==> config.mk <==
export PLATFORM = sky130hd
export DESIGN_NAME = alu_arbiter_flat
export DESIGN_NICKNAME = d
export VERILOG_FILES = /design/src/rtl/alu_pkg.sv /design/src/rtl/alu_arbiter_if.sv /design/src/rtl/rr_arb2.sv /design/src/rtl/alu_arbiter.sv /design/src/flat_wrapper.sv
export SDC_FILE = /design/constraint.sdc
export NUM_CORES = 1
export LEC_CHECK = 0
export ABC_AREA = 1
export CORE_AREA = 2 2 109 111
export DETAILED_ROUTE_END_ITERATION = 10
export DIE_AREA = 0 0 111 113
export PLACE_DENSITY = 0.74
export SLEW_MARGIN = 20
export SYNTH_ARGS = -nofsm -noshare
export SYNTH_HDL_FRONTEND = slang
export SYNTH_SLANG_ARGS = --single-unit
==> constraint.sdc <==
create_clock -name clk -period 1.9 [get_ports clk]
set_input_delay 0.38 -clock clk [delete_from_list [all_inputs] [get_ports clk]]
set_output_delay 0.38 -clock clk [all_outputs]
set_load 0.02 [all_outputs]
==> src/rtl/alu_pkg.sv <==
// Shared types and ALU control encoding for the ALU arbiter slice.
package alu_pkg;

    localparam int XLEN_DEF = 32;

    localparam logic [3:0] ALU_CTL_ADD     = 4'b0000;
    localparam logic [3:0] ALU_CTL_ADD_OVF = 4'b0001;
    localparam logic [3:0] ALU_CTL_SUB     = 4'b0010;
    localparam logic [3:0] ALU_CTL_SUB_OVF = 4'b0011;
    // Operation classes selected by ctl[3:2]; ctl[1:0] picks the variant.
    localparam logic [1:0] ALU_CLS_ARITH   = 2'b00;
    localparam logic [1:0] ALU_CLS_LOGIC   = 2'b01;
    localparam logic [1:0] ALU_CLS_SLT     = 2'b10;
    localparam logic [1:0] ALU_CLS_SHIFT   = 2'b11;

    typedef logic req_id_t;

    typedef enum logic {EMPTY, FULL} rsp_state_t;

endpackage

==> src/rtl/alu_arbiter_if.sv <==
// Requester, shared-ALU and response signals of the ALU arbiter.
interface alu_arbiter_if
    import alu_pkg::*;
#(
    parameter int XLEN = XLEN_DEF
) ();

    logic            req0_valid;
    logic            req1_valid;
    logic            req0_ready;
    logic            req1_ready;
    logic [XLEN-1:0] req0_da;
    logic [XLEN-1:0] req0_db;
    logic [XLEN-1:0] req1_da;
    logic [XLEN-1:0] req1_db;
    logic [3:0]      req0_ctl;
    logic [3:0]      req1_ctl;

    logic [XLEN-1:0] alu_da;
    logic [XLEN-1:0] alu_db;
    logic [3:0]      alu_ctl;
    logic [XLEN-1:0] alu_dc;
    logic            alu_zero;
    logic            alu_overflow;

    logic            rsp_valid;
    logic            rsp_ready;
    req_id_t         rsp_id;
    logic [XLEN-1:0] rsp_data;
    logic            rsp_zero;
    logic            rsp_overflow;

    modport slave (
        input  req0_valid, req1_valid, req0_da, req0_db, req1_da, req1_db,
               req0_ctl, req1_ctl, alu_dc, alu_zero, alu_overflow, rsp_ready,
        output req0_ready, req1_ready, alu_da, alu_db, alu_ctl,
               rsp_valid, rsp_id, rsp_data, rsp_zero, rsp_overflow
    );

    modport master (
        output req0_valid, req1_valid, req0_da, req0_db, req1_da, req1_db,
               req0_ctl, req1_ctl, alu_dc, alu_zero, alu_overflow, rsp_ready,
        input  req0_ready, req1_ready, alu_da, alu_db, alu_ctl,
               rsp_valid, rsp_id, rsp_data, rsp_zero, rsp_overflow
    );

endinterface

==> src/rtl/rr_arb2.sv <==
// Two-requester grant logic: lone requester wins, a tie goes to the one
// that was not granted last (ptr holds the last granted id).
module rr_arb2 (
    input  logic       valid0,
    input  logic       valid1,
    input  logic       en,
    input  logic       ptr,
    output logic [1:0] gnt
);

    always_comb begin
        gnt = 2'b00;
        if (en) begin
            if (valid0 && valid1) begin
                gnt = ptr ? 2'b01 : 2'b10;
            end else if (valid0) begin
                gnt = 2'b01;
            end else if (valid1) begin
                gnt = 2'b10;
            end
        end
    end

endmodule

==> src/rtl/alu_arbiter.sv <==
// Arbitrates two requesters onto one combinational ALU and holds the result
// in a one-entry register. Define ALU_ARB_RR_EN for round-robin, else fixed priority.
module alu_arbiter
    import alu_pkg::*;
#(
    parameter int XLEN = XLEN_DEF
) (
    input  logic         clk,
    input  logic         rst_n,
    alu_arbiter_if.slave bus
);

    rsp_state_t      state_q;
    rsp_state_t      state_d;
    logic [1:0]      gnt;
    logic            accept;
    logic            grant_any;
    req_id_t         gnt_id;
    logic            ptr;

    logic [XLEN-1:0] data_p1;
    logic            zero_p1;
    logic            ovf_p1;
    req_id_t         id_p1;

    // Gating with rst_n keeps both grants low for the whole reset window.
    assign accept    = rst_n && ((state_q == EMPTY) || bus.rsp_ready);
    assign grant_any = |gnt;
    assign gnt_id    = gnt[1];

    rr_arb2 u_rr_arb2 (
        .valid0 (bus.req0_valid),
        .valid1 (bus.req1_valid),
        .en     (accept),
        .ptr    (ptr),
        .gnt    (gnt)
    );

`ifdef ALU_ARB_RR_EN
    req_id_t last_gnt_q;

    always_ff @(posedge clk or negedge rst_n) begin
        if (!rst_n) begin
            last_gnt_q <= 1'b1;
        end else if (grant_any) begin
            last_gnt_q <= gnt_id;
        end
    end

    assign ptr = last_gnt_q;
`else
    assign ptr = 1'b1;
`endif

    assign bus.req0_ready = gnt[0];
    assign bus.req1_ready = gnt[1];

    assign bus.alu_da  = gnt_id ? bus.req1_da  : bus.req0_da;
    assign bus.alu_db  = gnt_id ? bus.req1_db  : bus.req0_db;
    assign bus.alu_ctl = gnt_id ? bus.req1_ctl : bus.req0_ctl;

    always_ff @(posedge clk or negedge rst_n) begin
        if (!rst_n) begin
            state_q <= EMPTY;
        end else begin
            state_q <= state_d;
        end
    end

    always_comb begin
        state_d = state_q;
        case (state_q)
            EMPTY: if (grant_any) state_d = FULL;
            FULL:  if (bus.rsp_ready && !grant_any) state_d = EMPTY;
            default: state_d = EMPTY;
        endcase
    end

    // ---- stage p1: result register, loaded on every grant ----
    always_ff @(posedge clk or negedge rst_n) begin
        if (!rst_n) begin
            data_p1 <= '0;
            zero_p1 <= 1'b0;
            ovf_p1  <= 1'b0;
            id_p1   <= 1'b0;
        end else if (grant_any) begin
            data_p1 <= bus.alu_dc;
            zero_p1 <= bus.alu_zero;
            ovf_p1  <= bus.alu_overflow;
            id_p1   <= gnt_id;
        end
    end

    assign bus.rsp_valid    = (state_q == FULL);
    assign bus.rsp_id       = id_p1;
    assign bus.rsp_data     = data_p1;
    assign bus.rsp_zero     = zero_p1;
    assign bus.rsp_overflow = ovf_p1;

endmodule
==> src/flat_wrapper.sv <==
// flat-port wrapper written by rule: the top's interface ports become plain ports
module alu_arbiter_flat import alu_pkg::*;
#(
    parameter int XLEN = XLEN_DEF
)
  (clk, rst_n, bus_req0_valid, bus_req1_valid, bus_req0_da, bus_req0_db, bus_req1_da, bus_req1_db, bus_req0_ctl, bus_req1_ctl, bus_alu_dc, bus_alu_zero, bus_alu_overflow, bus_rsp_ready, bus_req0_ready, bus_req1_ready, bus_alu_da, bus_alu_db, bus_alu_ctl, bus_rsp_valid, bus_rsp_id, bus_rsp_data, bus_rsp_zero, bus_rsp_overflow);
  alu_arbiter_if #(.XLEN(XLEN)) bus_i ();
  input  logic clk;
  input  logic rst_n;
  input wire logic [$bits(bus_i.req0_valid)-1:0] bus_req0_valid;
  input wire logic [$bits(bus_i.req1_valid)-1:0] bus_req1_valid;
  input wire logic [$bits(bus_i.req0_da)-1:0] bus_req0_da;
  input wire logic [$bits(bus_i.req0_db)-1:0] bus_req0_db;
  input wire logic [$bits(bus_i.req1_da)-1:0] bus_req1_da;
  input wire logic [$bits(bus_i.req1_db)-1:0] bus_req1_db;
  input wire logic [$bits(bus_i.req0_ctl)-1:0] bus_req0_ctl;
  input wire logic [$bits(bus_i.req1_ctl)-1:0] bus_req1_ctl;
  input wire logic [$bits(bus_i.alu_dc)-1:0] bus_alu_dc;
  input wire logic [$bits(bus_i.alu_zero)-1:0] bus_alu_zero;
  input wire logic [$bits(bus_i.alu_overflow)-1:0] bus_alu_overflow;
  input wire logic [$bits(bus_i.rsp_ready)-1:0] bus_rsp_ready;
  output wire logic [$bits(bus_i.req0_ready)-1:0] bus_req0_ready;
  output wire logic [$bits(bus_i.req1_ready)-1:0] bus_req1_ready;
  output wire logic [$bits(bus_i.alu_da)-1:0] bus_alu_da;
  output wire logic [$bits(bus_i.alu_db)-1:0] bus_alu_db;
  output wire logic [$bits(bus_i.alu_ctl)-1:0] bus_alu_ctl;
  output wire logic [$bits(bus_i.rsp_valid)-1:0] bus_rsp_valid;
  output wire logic [$bits(bus_i.rsp_id)-1:0] bus_rsp_id;
  output wire logic [$bits(bus_i.rsp_data)-1:0] bus_rsp_data;
  output wire logic [$bits(bus_i.rsp_zero)-1:0] bus_rsp_zero;
  output wire logic [$bits(bus_i.rsp_overflow)-1:0] bus_rsp_overflow;
  assign bus_i.req0_valid = bus_req0_valid;
  assign bus_i.req1_valid = bus_req1_valid;
  assign bus_i.req0_da = bus_req0_da;
  assign bus_i.req0_db = bus_req0_db;
  assign bus_i.req1_da = bus_req1_da;
  assign bus_i.req1_db = bus_req1_db;
  assign bus_i.req0_ctl = bus_req0_ctl;
  assign bus_i.req1_ctl = bus_req1_ctl;
  assign bus_i.alu_dc = bus_alu_dc;
  assign bus_i.alu_zero = bus_alu_zero;
  assign bus_i.alu_overflow = bus_alu_overflow;
  assign bus_i.rsp_ready = bus_rsp_ready;
  assign bus_req0_ready = bus_i.req0_ready;
  assign bus_req1_ready = bus_i.req1_ready;
  assign bus_alu_da = bus_i.alu_da;
  assign bus_alu_db = bus_i.alu_db;
  assign bus_alu_ctl = bus_i.alu_ctl;
  assign bus_rsp_valid = bus_i.rsp_valid;
  assign bus_rsp_id = bus_i.rsp_id;
  assign bus_rsp_data = bus_i.rsp_data;
  assign bus_rsp_zero = bus_i.rsp_zero;
  assign bus_rsp_overflow = bus_i.rsp_overflow;
  alu_arbiter #(.XLEN(XLEN)) u_core (.clk(clk), .rst_n(rst_n), .bus(bus_i));
endmodule
==> run metrics <==
GRT overflow=0; Synth Register Bits=36; Total Neg Setup Slack=-0.0284 ns; Critical Path Start Type=flop; Clk pin slew, worst setup/hold paths=0.06 ns; Seq. cell area=901 um^2; DRC viols=0; final setup violation count=5; run status=finished, violations left; overall routed net length=13.5 mm; Iter 0 DRT Violations=287; period utilisation layout=101%; Ports=281; Post-Synth Adder-Cell Area=0%; crit-path max FO=8; critical setup path kind=reg -> out; Vias/cell=4.61; Pre-antenna DRT Iters=4; Die H=113 um; CTS sink count=36; Final Power=0.00359 W; LEAKAGE=2.90 nW; worst slack at placement=-0.780 ns; Cell Area, Synth=2450 um^2; Hold Violations, Final=0; Buf/Inv on CP=4; fillers=1029; RSZ-0062 raised after global routing=yes; design area=6010 um^2; HPWL Detailed=9.62 mm; Slew @ Worst Pin=0.476 ns; non-filler cells, final=817; delay of the slowest cell on the worst path=0.39 ns; Peak Freq=523 MHz; Root Buffer=clkbuf_16; delay-heaviest family, CP=buffers and inverters; syn_nets=562; Die Area=12500 um^2; hold buffers post-CTS=0; largest family of logic cells by synthesized area=simple AND/OR/NAND/NOR gates; critical path capture point type=output port; Max IR drop VDD=0.000465 V; Max-slew headroom=68.3%; pin count of the biggest net entering global routing=38; starting density of the core=21.7%; Slowest-stage cell, CP=dfrtp_1; Die X=111 um; critical path cell sequence=nand2_2, nand3_4, inv_8, buf_12, buf_16, nand2_2, nand2_2, buf_6; Cell Area, Placed=5430 um^2; area of the multi-input gates=1510 um^2; port bufs=280; # rows=39; setup ws final=-0.0110 ns; Worst EP arrival=1.53 ns; mux share of post-synthesis cell area=0%; clock buffer depth=2; clk_skew=0.00611 ns; Final Critical Period=1.91 ns; routed vias=3768; Pins Over Slew Limit=0; CTS tree=yes; initial antenna violation count=0; Placed Cells=795; register area share after synthesis=36.8%; Compound-Gate Fraction of Synth Area=10.8%; cells after synthesis=387; first-pass GRT wire length=19.9 mm; Clock Latency Late Sink=0.28 ns; area added between synthesis and finish=145%; Synth Area per Inst=6.33 um^2; Power Density=598 nW/um^2; CTS H-Tree Depth=2; layout net count=848; share of layout cells above drive strength 1=24.3%; antenna-violating nets left=0; failing checks=negative setup slack; worst min-delay path category=in -> async; Core ar.=11300 um^2; Tot GR Track Use=19.5%; Worst path most repeated cell=nand2_2; Antenna diodes=0; Avg WL per Cell=16.5 um; CTS Buf Count=5; Synth Area in Simple Gates=45.1%; number of global-route vias before repair=3714; gpl congestion=0.928; CP required=1.52 ns; Distinct cells, synth=14; Synthesis Warnings=0; max-cap viol count=0; XOR/XNOR Fraction of Synth Area=0%
kinds of logic after synthesis:
group / Yosys count
and+or+nand+nor: 279
buffers and inverters: 37
AOI/OAI and AO/OA: 35
DFF: 36
registers in the layout (all words and copies together), names as in the netlist:
register,flops
u_core.bus.rsp_overflow,1
u_core.bus.rsp_valid,1
u_core.bus.rsp_id,1
u_core.bus.rsp_zero,1
u_core.bus.rsp_data,32
timing repair:
item,CTS,global route
setup endpoints to repair,70,70
setup buffers,7,1
cloned,5,5
pin swaps,5,19
resized for setup,397,62
Yosys cell counts:
cell type | instances | area share (%)
nor2_2 | 1 | 0.26
buf_1 | 1 | 0.15
buf_4 | 2 | 0.61
nand3_1 | 35 | 7.1
nand3_2 | 2 | 0.82
inv_2 | 2 | 0.31
dfrtp_1 | 36 | 37
buf_6 | 2 | 0.92
inv_1 | 3 | 0.46
buf_2 | 15 | 3.1
nand2_1 | 241 | 37
a21oi_2 | 1 | 0.36
clkbuf_1 | 12 | 1.8
o211ai_1 | 34 | 10
power by group:
part,total [W],internal [W],switching (W)
clock,0.000849,0.000524,0.000325
combinational,0.00176,0.000941,0.000817
sequential,0.000987,0.000903,0.0000840
total,0.00359,0.00237,0.00123
layer usage:
metal	vias to the layer above	wire [um]	track usage (%)
met5	-	0	0
met4	0	283	5.92
met3	24	1090	5.46
met2	198	6870	35.0
met1	1734	5260	22.7
li1	1812	-	-
area by class of cell:
type	count	area share (%)
timing repair buffer	311	54.0
clock inverter	2	0.229
clock buffer	6	2.31
tap	143	2.98
sequential	36	15.0
inverter	5	0.437
multi-input combinational	314	25.1
layout by cell type (no fill, tap or decap), drive strengths merged:
cell type	Yosys	layout
clkdlybuf4s15	0	2
nand3	37	37
o211ai	34	34
dlygate4sd2	0	2
dlymetal6s2s	0	1
a21oi	1	1
nand2	241	241
inv	5	6
buf	20	96
clkinv	0	1
clkbuf	12	11
dfrtp	36	36
clkdlybuf4s50	0	205
nor2	1	1
through the flow:
stage / utilization (%) / hold slack (ns)
after floorplan: - / 0.0844
after global placement: 48.1 / 0.458
after detailed placement: 48.1 / 0.477
after CTS: 51.3 / 0.340
after global routing: 53.3 / 0.360
final: 53.3 / 0.316
final timing paths:
| path | end | slack (ns) | depth (start not counted) | from |
|---|---|---|---|---|
| worst max-delay path | bus_alu_db[26] | -0.01 | 8 | u_core.bus.rsp_valid$_DFF_PN0_ |
| worst min-delay path | u_core.bus.rsp_data[14]$_DFFE_PN0P_ | 0.32 | 3 | rst_n |
| worst max register to register | u_core.bus.rsp_data[6]$_DFFE_PN0P_ | 0.53 | 6 | u_core.bus.rsp_valid$_DFF_PN0_ |
| worst min register to register | u_core.bus.rsp_id$_DFFE_PN0P_ | 0.49 | 2 | u_core.bus.rsp_id$_DFFE_PN0P_ |
| max in group asynchronous | u_core.bus.rsp_data[28]$_DFFE_PN0P_ | 1.25 | 3 | rst_n |
| min in group clk | u_core.bus.rsp_id$_DFFE_PN0P_ | 0.49 | 2 | u_core.bus.rsp_id$_DFFE_PN0P_ |
tightest hold or removal path, cell delays in order:
cell and delay (ns):
buf_2 0.12, buf_4 0.12, buf_4 0.41
(Power assumes the default switching activity.)
